<file path="config.mk">
export PLATFORM = sky130hd
export DESIGN_NAME = rs_station_param
export DESIGN_NICKNAME = d
export VERILOG_FILES = /design/src/rtl/rs_station_param.sv
export SDC_FILE = /design/constraint.sdc
export NUM_CORES = 1
export LEC_CHECK = 0
export ABC_AREA = 1
export CORE_ASPECT_RATIO = 0.6
export CORE_MARGIN = 1.5
export CORE_UTILIZATION = 50
export CTS_BUF_LIST = sky130_fd_sc_hd__clkbuf_4 sky130_fd_sc_hd__clkbuf_8
export DETAILED_ROUTE_END_ITERATION = 7
export GPL_ROUTABILITY_DRIVEN = 0
export HOLD_SLACK_MARGIN = 0.08
export PLACE_DENSITY_LB_ADDON = 0.08
export SETUP_SLACK_MARGIN = 0.4
export SLEW_MARGIN = 5
export SYNTH_ARGS = -nofsm -noshare
export SYNTH_HDL_FRONTEND = slang
export SYNTH_SLANG_ARGS = --single-unit
</file>
<file path="constraint.sdc">
create_clock -name clk1 -period 6.9 [get_ports clk1]
set_input_delay 0.69 -clock clk1 [delete_from_list [all_inputs] [get_ports clk1]]
set_output_delay 0.69 -clock clk1 [all_outputs]
set_load 0.03 [all_outputs]
</file>
<file path="src/rtl/rs_station_param.sv">
// Parametrised reservation station: holds renamed ops, snoops the CDB for operands,
// and issues the oldest ready entry to its functional unit.
module rs_station_param #(
  parameter int DEPTH  = 4,
  parameter int DATA_W = 16,
  parameter int TAG_W  = 3,
  parameter int FUNC_W = 4,
  localparam int CNT_W = $clog2(DEPTH + 1)
) (
  input  logic              clk1,
  input  logic              rst,
  input  logic              flush,
  input  logic              disp_valid,
  output logic              disp_ready,
  input  logic [FUNC_W-1:0] disp_func,
  input  logic [TAG_W-1:0]  disp_rob,
  input  logic              disp_rs1_rdy,
  input  logic [DATA_W-1:0] disp_rs1_val,
  input  logic [TAG_W-1:0]  disp_rs1_tag,
  input  logic              disp_rs2_rdy,
  input  logic [DATA_W-1:0] disp_rs2_val,
  input  logic [TAG_W-1:0]  disp_rs2_tag,
  input  logic              cdb_valid,
  input  logic [TAG_W-1:0]  cdb_tag,
  input  logic [DATA_W-1:0] cdb_data,
  output logic              iss_valid,
  input  logic              iss_ready,
  output logic [FUNC_W-1:0] iss_func,
  output logic [DATA_W-1:0] iss_rs1,
  output logic [DATA_W-1:0] iss_rs2,
  output logic [TAG_W-1:0]  iss_rob,
  output logic [CNT_W-1:0]  count,
  output logic              full,
  output logic              empty
);

  localparam int IDX_W = (DEPTH > 1) ? $clog2(DEPTH) : 1;

  // Handshakes: a transfer happens on a posedge where valid && ready are both high.
  logic              busy_q    [DEPTH];
  logic [FUNC_W-1:0] func_q    [DEPTH];
  logic [TAG_W-1:0]  rob_q     [DEPTH];
  logic              rs1_rdy_q [DEPTH];
  logic [DATA_W-1:0] rs1_val_q [DEPTH];
  logic [TAG_W-1:0]  rs1_tag_q [DEPTH];
  logic              rs2_rdy_q [DEPTH];
  logic [DATA_W-1:0] rs2_val_q [DEPTH];
  logic [TAG_W-1:0]  rs2_tag_q [DEPTH];
  // older_q[i][j] = 1 when entry j was dispatched before entry i.
  logic [DEPTH-1:0]  older_q   [DEPTH];
  logic [CNT_W-1:0]  cnt_q;

  logic [DEPTH-1:0]  busy_vec;
  logic [DEPTH-1:0]  ready_vec;
  logic [DEPTH-1:0]  sel_vec;
  logic [IDX_W-1:0]  sel_idx;
  logic [IDX_W-1:0]  free_idx;
  logic              disp_fire;
  logic              iss_fire;
  logic              bp1_hit;
  logic              bp2_hit;

  assign count      = cnt_q;
  assign full       = (cnt_q == CNT_W'(DEPTH));
  assign empty      = (cnt_q == '0);
  assign disp_ready = !full;
  assign disp_fire  = disp_valid && disp_ready && !flush;
  assign iss_fire   = iss_valid && iss_ready;
  assign bp1_hit    = cdb_valid && (disp_rs1_tag == cdb_tag);
  assign bp2_hit    = cdb_valid && (disp_rs2_tag == cdb_tag);

  always_comb begin
    busy_vec  = '0;
    ready_vec = '0;
    sel_vec   = '0;
    for (int i = 0; i < DEPTH; i++) begin
      busy_vec[i]  = busy_q[i];
      ready_vec[i] = busy_q[i] && rs1_rdy_q[i] && rs2_rdy_q[i];
    end
    // Oldest ready entry: ready with no older ready entry.
    for (int i = 0; i < DEPTH; i++) begin
      sel_vec[i] = ready_vec[i] && ((older_q[i] & ready_vec) == '0);
    end
  end

  always_comb begin
    free_idx = '0;
    for (int i = DEPTH - 1; i >= 0; i--) begin
      if (!busy_q[i]) free_idx = IDX_W'(i);
    end
  end

  always_comb begin
    iss_valid = 1'b0;
    iss_func  = '0;
    iss_rs1   = '0;
    iss_rs2   = '0;
    iss_rob   = '0;
    sel_idx   = '0;
    for (int i = 0; i < DEPTH; i++) begin
      if (sel_vec[i]) begin
        iss_valid = 1'b1;
        iss_func  = iss_func | func_q[i];
        iss_rs1   = iss_rs1 | rs1_val_q[i];
        iss_rs2   = iss_rs2 | rs2_val_q[i];
        iss_rob   = iss_rob | rob_q[i];
        sel_idx   = sel_idx | IDX_W'(i);
      end
    end
  end

  always_ff @(posedge clk1) begin
    if (rst) begin
      for (int i = 0; i < DEPTH; i++) begin
        busy_q[i]    <= 1'b0;
        func_q[i]    <= '0;
        rob_q[i]     <= '0;
        rs1_rdy_q[i] <= 1'b0;
        rs1_val_q[i] <= '0;
        rs1_tag_q[i] <= '0;
        rs2_rdy_q[i] <= 1'b0;
        rs2_val_q[i] <= '0;
        rs2_tag_q[i] <= '0;
        older_q[i]   <= '0;
      end
      cnt_q <= '0;
    end else if (flush) begin
      for (int i = 0; i < DEPTH; i++) begin
        busy_q[i]  <= 1'b0;
        older_q[i] <= '0;
      end
      cnt_q <= '0;
    end else begin
      for (int i = 0; i < DEPTH; i++) begin
        if (busy_q[i] && !rs1_rdy_q[i] && cdb_valid && rs1_tag_q[i] == cdb_tag) begin
          rs1_rdy_q[i] <= 1'b1;
          rs1_val_q[i] <= cdb_data;
        end
        if (busy_q[i] && !rs2_rdy_q[i] && cdb_valid && rs2_tag_q[i] == cdb_tag) begin
          rs2_rdy_q[i] <= 1'b1;
          rs2_val_q[i] <= cdb_data;
        end
      end
      if (iss_fire) busy_q[sel_idx] <= 1'b0;
      if (disp_fire) begin
        busy_q[free_idx]    <= 1'b1;
        func_q[free_idx]    <= disp_func;
        rob_q[free_idx]     <= disp_rob;
        rs1_rdy_q[free_idx] <= disp_rs1_rdy || bp1_hit;
        rs1_val_q[free_idx] <= disp_rs1_rdy ? disp_rs1_val : cdb_data;
        rs1_tag_q[free_idx] <= disp_rs1_tag;
        rs2_rdy_q[free_idx] <= disp_rs2_rdy || bp2_hit;
        rs2_val_q[free_idx] <= disp_rs2_rdy ? disp_rs2_val : cdb_data;
        rs2_tag_q[free_idx] <= disp_rs2_tag;
        // Newcomer is younger than everything resident; nobody is younger than it.
        older_q[free_idx]   <= busy_vec;
        for (int i = 0; i < DEPTH; i++) older_q[i][free_idx] <= 1'b0;
      end
      if (disp_fire && !iss_fire)      cnt_q <= cnt_q + CNT_W'(1);
      else if (!disp_fire && iss_fire) cnt_q <= cnt_q - CNT_W'(1);
    end
  end

endmodule

</file>
# Word level (Yosys, flattened, before mapping)
# Memories as Yosys holds them, arrays and structs flattened.
# Index checks and enable logic that the tools add are counted.
# word_totals
out_inout_bits,46
elab_cells,342
latch_bits,0
regBits,3
n_memories,10
inputBits,72
ram_bits,208
rom_bits,0
# op_classes
muxes,137
n_div,0
reduce_logical,71
bitwise_logic,104
shifts,0
add_sub_neg,2
order_cmp,2
multipliers,0
n_eq_ne,15
# memory_table
memory,words,width,rd,rd_clocked_by_memory_dff,write_ports,line,rtl
rs1_val_q,4,16,4,0,5,44,logic [DATA_W-1:0] rs1_val_q [DEPTH];
rs2_val_q,4,16,4,0,5,47,logic [DATA_W-1:0] rs2_val_q [DEPTH];
func_q,4,4,4,0,4,41,logic [FUNC_W-1:0] func_q [DEPTH];
older_q,4,4,4,0,5,50,logic [DEPTH-1:0] older_q [DEPTH];
rob_q,4,3,4,0,4,42,logic [TAG_W-1:0] rob_q [DEPTH];
rs1_tag_q,4,3,4,0,4,45,logic [TAG_W-1:0] rs1_tag_q [DEPTH];
4 more memories,n/a,n/a,n/a,n/a,n/a,n/a,
# op_table
operator,count
16-bit two-way mux,18
16-bit bitwise OR,6
1-bit two-way mux,87
1-bit logical AND,44
4-bit two-way mux,10
1-bit bitwise OR,40
1-bit AND,32
3-bit equality test,10
3-bit two-way mux,9
2-bit two-way mux,12
4-bit AND,4
4-bit zero test,4
1-bit inverter,16
1-bit zero test,12
4-bit bitwise OR,3
3-bit bitwise OR,3
3-bit OR reduction,3
"2-bit equality test, second input constant",4
4-bit OR reduction,1
"3-bit by 1-bit adder with 3-bit output, second input constant",1
"3-bit equality test, second input constant",1
3-bit zero test,1
"2-bit by 3-bit less-than comparator with 1-bit output, second input constant",1
"3-bit by 1-bit subtractor with 3-bit output, second input constant",1
6 further kinds,8

# Logic depth before layout (Yosys ltp)
# depth
ltp_word,16
ltp_mapped,15
depth_no_buf,15

# Least setup slack after synthesis
# No wires, ideal clock.
# synth_path
path_type,reg2reg
start,"reg cnt_q[1], in the netlist count[1]"
end,mem rs1_val_q[1][0] (enable)
arrival_ns,2.388
path_slack_ns,4.141
stages_incl_launch_ff,9
n_path_buf,0
setup_time_ns,0.372
period_less_slack_ns,2.759
cell_sequence,dfxtp_1 -> inv_1 -> nand3_1 -> nand2_1 -> nor2_8 -> nand2_4 -> nand2_1 -> inv_1 -> nand2_1
# synth_lines
element,line,rtl
from (decl),51,logic [CNT_W-1:0] cnt_q;
from (signal assigned),159,if (disp_fire && !iss_fire) cnt_q <= cnt_q + CNT_W'(1);
from (signal assigned),160,else if (!disp_fire && iss_fire) cnt_q <= cnt_q - CNT_W'(1);
to (decl),44,

==> flow_summary.toml <==
[clock_tree]
cts_setup_buffers = 0
cts.sinks = 211
clk_latency_ns = 0.58
ctsRootBufferMaster = "clkbuf_8"
cts_buffers = 31
cts.clk_slew.worst_paths_ns = 0.07
cts_tree = "done"
clk_path_buf_depth = 3
cts_resized = 0
cts_hold_buf = 0
htreeDepth = 1

[global_routing]
grt.overflow.total = 0
grt_pass1_vias = 8079
grt_start_max_net_pins = 50
antenna_found_initial = 0
grt_pass1_wl_um = 47700
gr-usage-all-layers_pct = 28.9

[logic_synthesis]
yosys.cell_count.top_type = "nand2_1"
netlist_area_mm2 = 0.0106
yosysSeqAreaShare_pct = 58.3
synth.ff_latch_count = 211
async_reset_ff_share_pct = 0
synth_top_cell_area_share_pct = 55.1
yosys-top-cells-area = "edfxtp_1 (55%), nand2_1 (13%), o21ai_0 (6.2%), nand4_1 (3.5%), dfxtp_1 (3.2%)"
ys.flop_type = "edfxtp_1"
synthTopCellsByCount = "nand2_1 (368), edfxtp_1 (194), o21ai_0 (132)"
avgSynthCellArea_um2 = 9.36
synth_warnings = 0
yosysUniqueCellTypes = 48
synthCells = 1130
yosys.area.top_type = "edfxtp_1"
synth_edf_count = 194

[drt]
ant_nets = 0
routed_wl_um = 31700
wl_per_cell_um = 20.8
drt_iter0_drc = 1049
dr_total_vias = 8897
viasPerCell = 5.85
drtPass1Iterations = 5
drcViolationCount = 0

[setup_path]
startpoint_type = "flop"
required_ns = 6.21
worstPathArrival_ns = 3.46
crit_type = "flop to output pin"
endpoint_kind = "output pin"
regToRegSetupSlack_ns = 3.38
reg2reg_to = "rs1_val_q[2][14]$_DFFE_PP_"
critPathMaxFanout = 40
cp-startpoint = "rs1_rdy_q[3]$_DFFE_PP_"
worstRegToRegCells = 7
rr_startpoint = "busy_q[1]$_DFF_P_"
crit_path_end = "iss_rs2[12]"

[hold_path]
hold_class = "flop to flop"

[sta]
final-hold-violation-count = 0
slew_viol_final = 0
fin_crit_ns = 4.15
setup_tns_ns = 0
finalSetupViolations = 0
slew_headroom_pct = 20.7
fmax_mhz = 241
fin_ws_ns = 2.75
rsz0062_at_grt = "false"
period_share_pct = 60.1
finClkSkew_ns = 0.0244
tightest_slew_ns = 1.19

[die]
start_util_pct = 51.9
die_w_um = 191
die-area_mm2 = 0.0221
coreArea_mm2 = 0.0204
top_level_ports = 118
die_y_um = 116
rows = 40

[finish]
final_util_pct = 61.4
layout.nets = 1298
design_area_mm2 = 0.0125
area_growth_pct = 18.3
fin_cells = 1520
antenna_cells = 0
drive_gt1_share_pct = 7.70

[power]
powerDensity_mw_per_mm2 = 232
p_leak_nw = 4.66
comb_power_share_pct = 7.4
p_int_mw = 2.22
seq_power_share_pct = 50.8
peakVddDrop_mv = 0.158
switching_share_pct = 23.4
clkPwrFrac_pct = 41.8
switchingPower_uw = 680

[outcome]
outcome = "finished, final reports clean"

[placed_design]
placedCellCount = 1464
io_buffers = 117
dp_slack_ns = 2.51
placed_area_mm2 = 0.0118
dpl.hpwl_um = 21000

[job]
drv_cap = 0
==> cells in the final DEF, fill, tap and decap left out, types with 4 or more instances in the layout <==
| cell | count |
|---|---|
| nor3_1 | 18 |
| clkbuf_8 | 31 |
| clkbuf_4 | 4 |
| o21ai_2 | 7 |
| xor2_1 | 8 |
| clkinv_1 | 5 |
| nor2_4 | 7 |
| nand4_1 | 59 |
| nor2_1 | 76 |
| clkinv_2 | 9 |
| xnor2_1 | 4 |
| nand3_1 | 11 |
| or2_2 | 5 |
| edfxtp_1 | 194 |
| o21ai_1 | 10 |
| clkdlybuf4s50_1 | 117 |
| o21ai_0 | 132 |
| a21oi_1 | 9 |
| inv_2 | 5 |
| nand2_1 | 368 |
| dfxtp_1 | 17 |
| inv_1 | 72 |
| o22ai_1 | 33 |
| bufinv_16 | 7 |
==> cells by family (layout without fill, tap and decap cells) <==
| family | count (synthesis) | after routing | share of synthesized area (%) |
|---|---|---|---|
| and+or+nand+nor | 565 | 565 | 23.4 |
| xor gates and xnor gates | 12 | 12 | 0.994 |
| AOI/OAI and AO/OA | 199 | 199 | 10.6 |
| DFF | 211 | 211 | 58.3 |
| other | 1 | 3 | 0.0355 |
| buffers and inverters | 140 | 255 | 6.27 |
| adders and majority gates | 2 | 2 | 0.308 |
==> worst min-delay path by stage <==
stage,startpoint,to,slack [ns],depth (start not counted)
3_3_place_gp,older_q[3][3]$_SDFFE_PP0P_,older_q[3][3]$_SDFFE_PP0P_,0.45,2
5_1_grt,older_q[3][3]$_SDFFE_PP0P_,older_q[3][3]$_SDFFE_PP0P_,0.49,2
6_report,older_q[3][3]$_SDFFE_PP0P_,older_q[3][3]$_SDFFE_PP0P_,0.46,2
3_5_place_dp,older_q[3][3]$_SDFFE_PP0P_,older_q[3][3]$_SDFFE_PP0P_,0.45,2
2_1_floorplan,older_q[3][3]$_SDFFE_PP0P_,older_q[3][3]$_SDFFE_PP0P_,0.42,2
4_1_cts,older_q[3][3]$_SDFFE_PP0P_,older_q[3][3]$_SDFFE_PP0P_,0.46,2
==> final cells by class <==
type                    count  area [um2]
clock buffers              35         457
clock inverters            21         274
fillers                  1789        7860
inverters                  81         317
multi-input cells         781        3780
flip-flops and latches    211        6170
well taps                 273         342
repair buffers            118        1180
==> critical path, cell delays in order, from the launching register on <==
cell and delay, ns:
edfxtp_1 0.58, nand4_1 0.20, inv_1 0.10, nand2_1 0.08, nor2_4 0.88, nand2_1 0.16, nand4_1 0.18, clkdlybuf4s50_1 0.69
==> registers in the layout, indices dropped and copies added (netlist names) <==
signal	cells
busy_q	4
count	3
func_q	16
older_q	16
rob_q	12
rs1_rdy_q	4
rs1_tag_q	12
rs1_val_q	64
rs2_rdy_q	4
rs2_tag_q	12
rs2_val_q	64
==> per-layer routing <==
layer,up-vias,part of all wire [%],wire length [um],GRT usage [%]
met4,0,1.7,543,5.93
met2,571,39,12300,38.5
met3,45,12,3900,7.30
met1,4193,47,14900,46.7
li1,4088,-,-,-
met5,-,0,0,0
==> metrics by stage <==
stage               hold slack, ns  total power [mW]
floorplan                    0.422              1.60
global placement             0.453              1.71
detailed placement           0.445              1.71
CTS                          0.457              2.90
global route                 0.493              2.98
finish                       0.463              2.90
==> power groups by stage <==
stage                     Clock, mW  Combinational [mW]  Sequential, mW
after global placement            0               0.207            1.50
final                          1.21               0.215            1.47
after floorplan                   0               0.113            1.49
after detailed placement          0               0.210            1.50
after global routing           1.27               0.231            1.48
after CTS                      1.22               0.211            1.47
(Power assumes the default switching activity.)
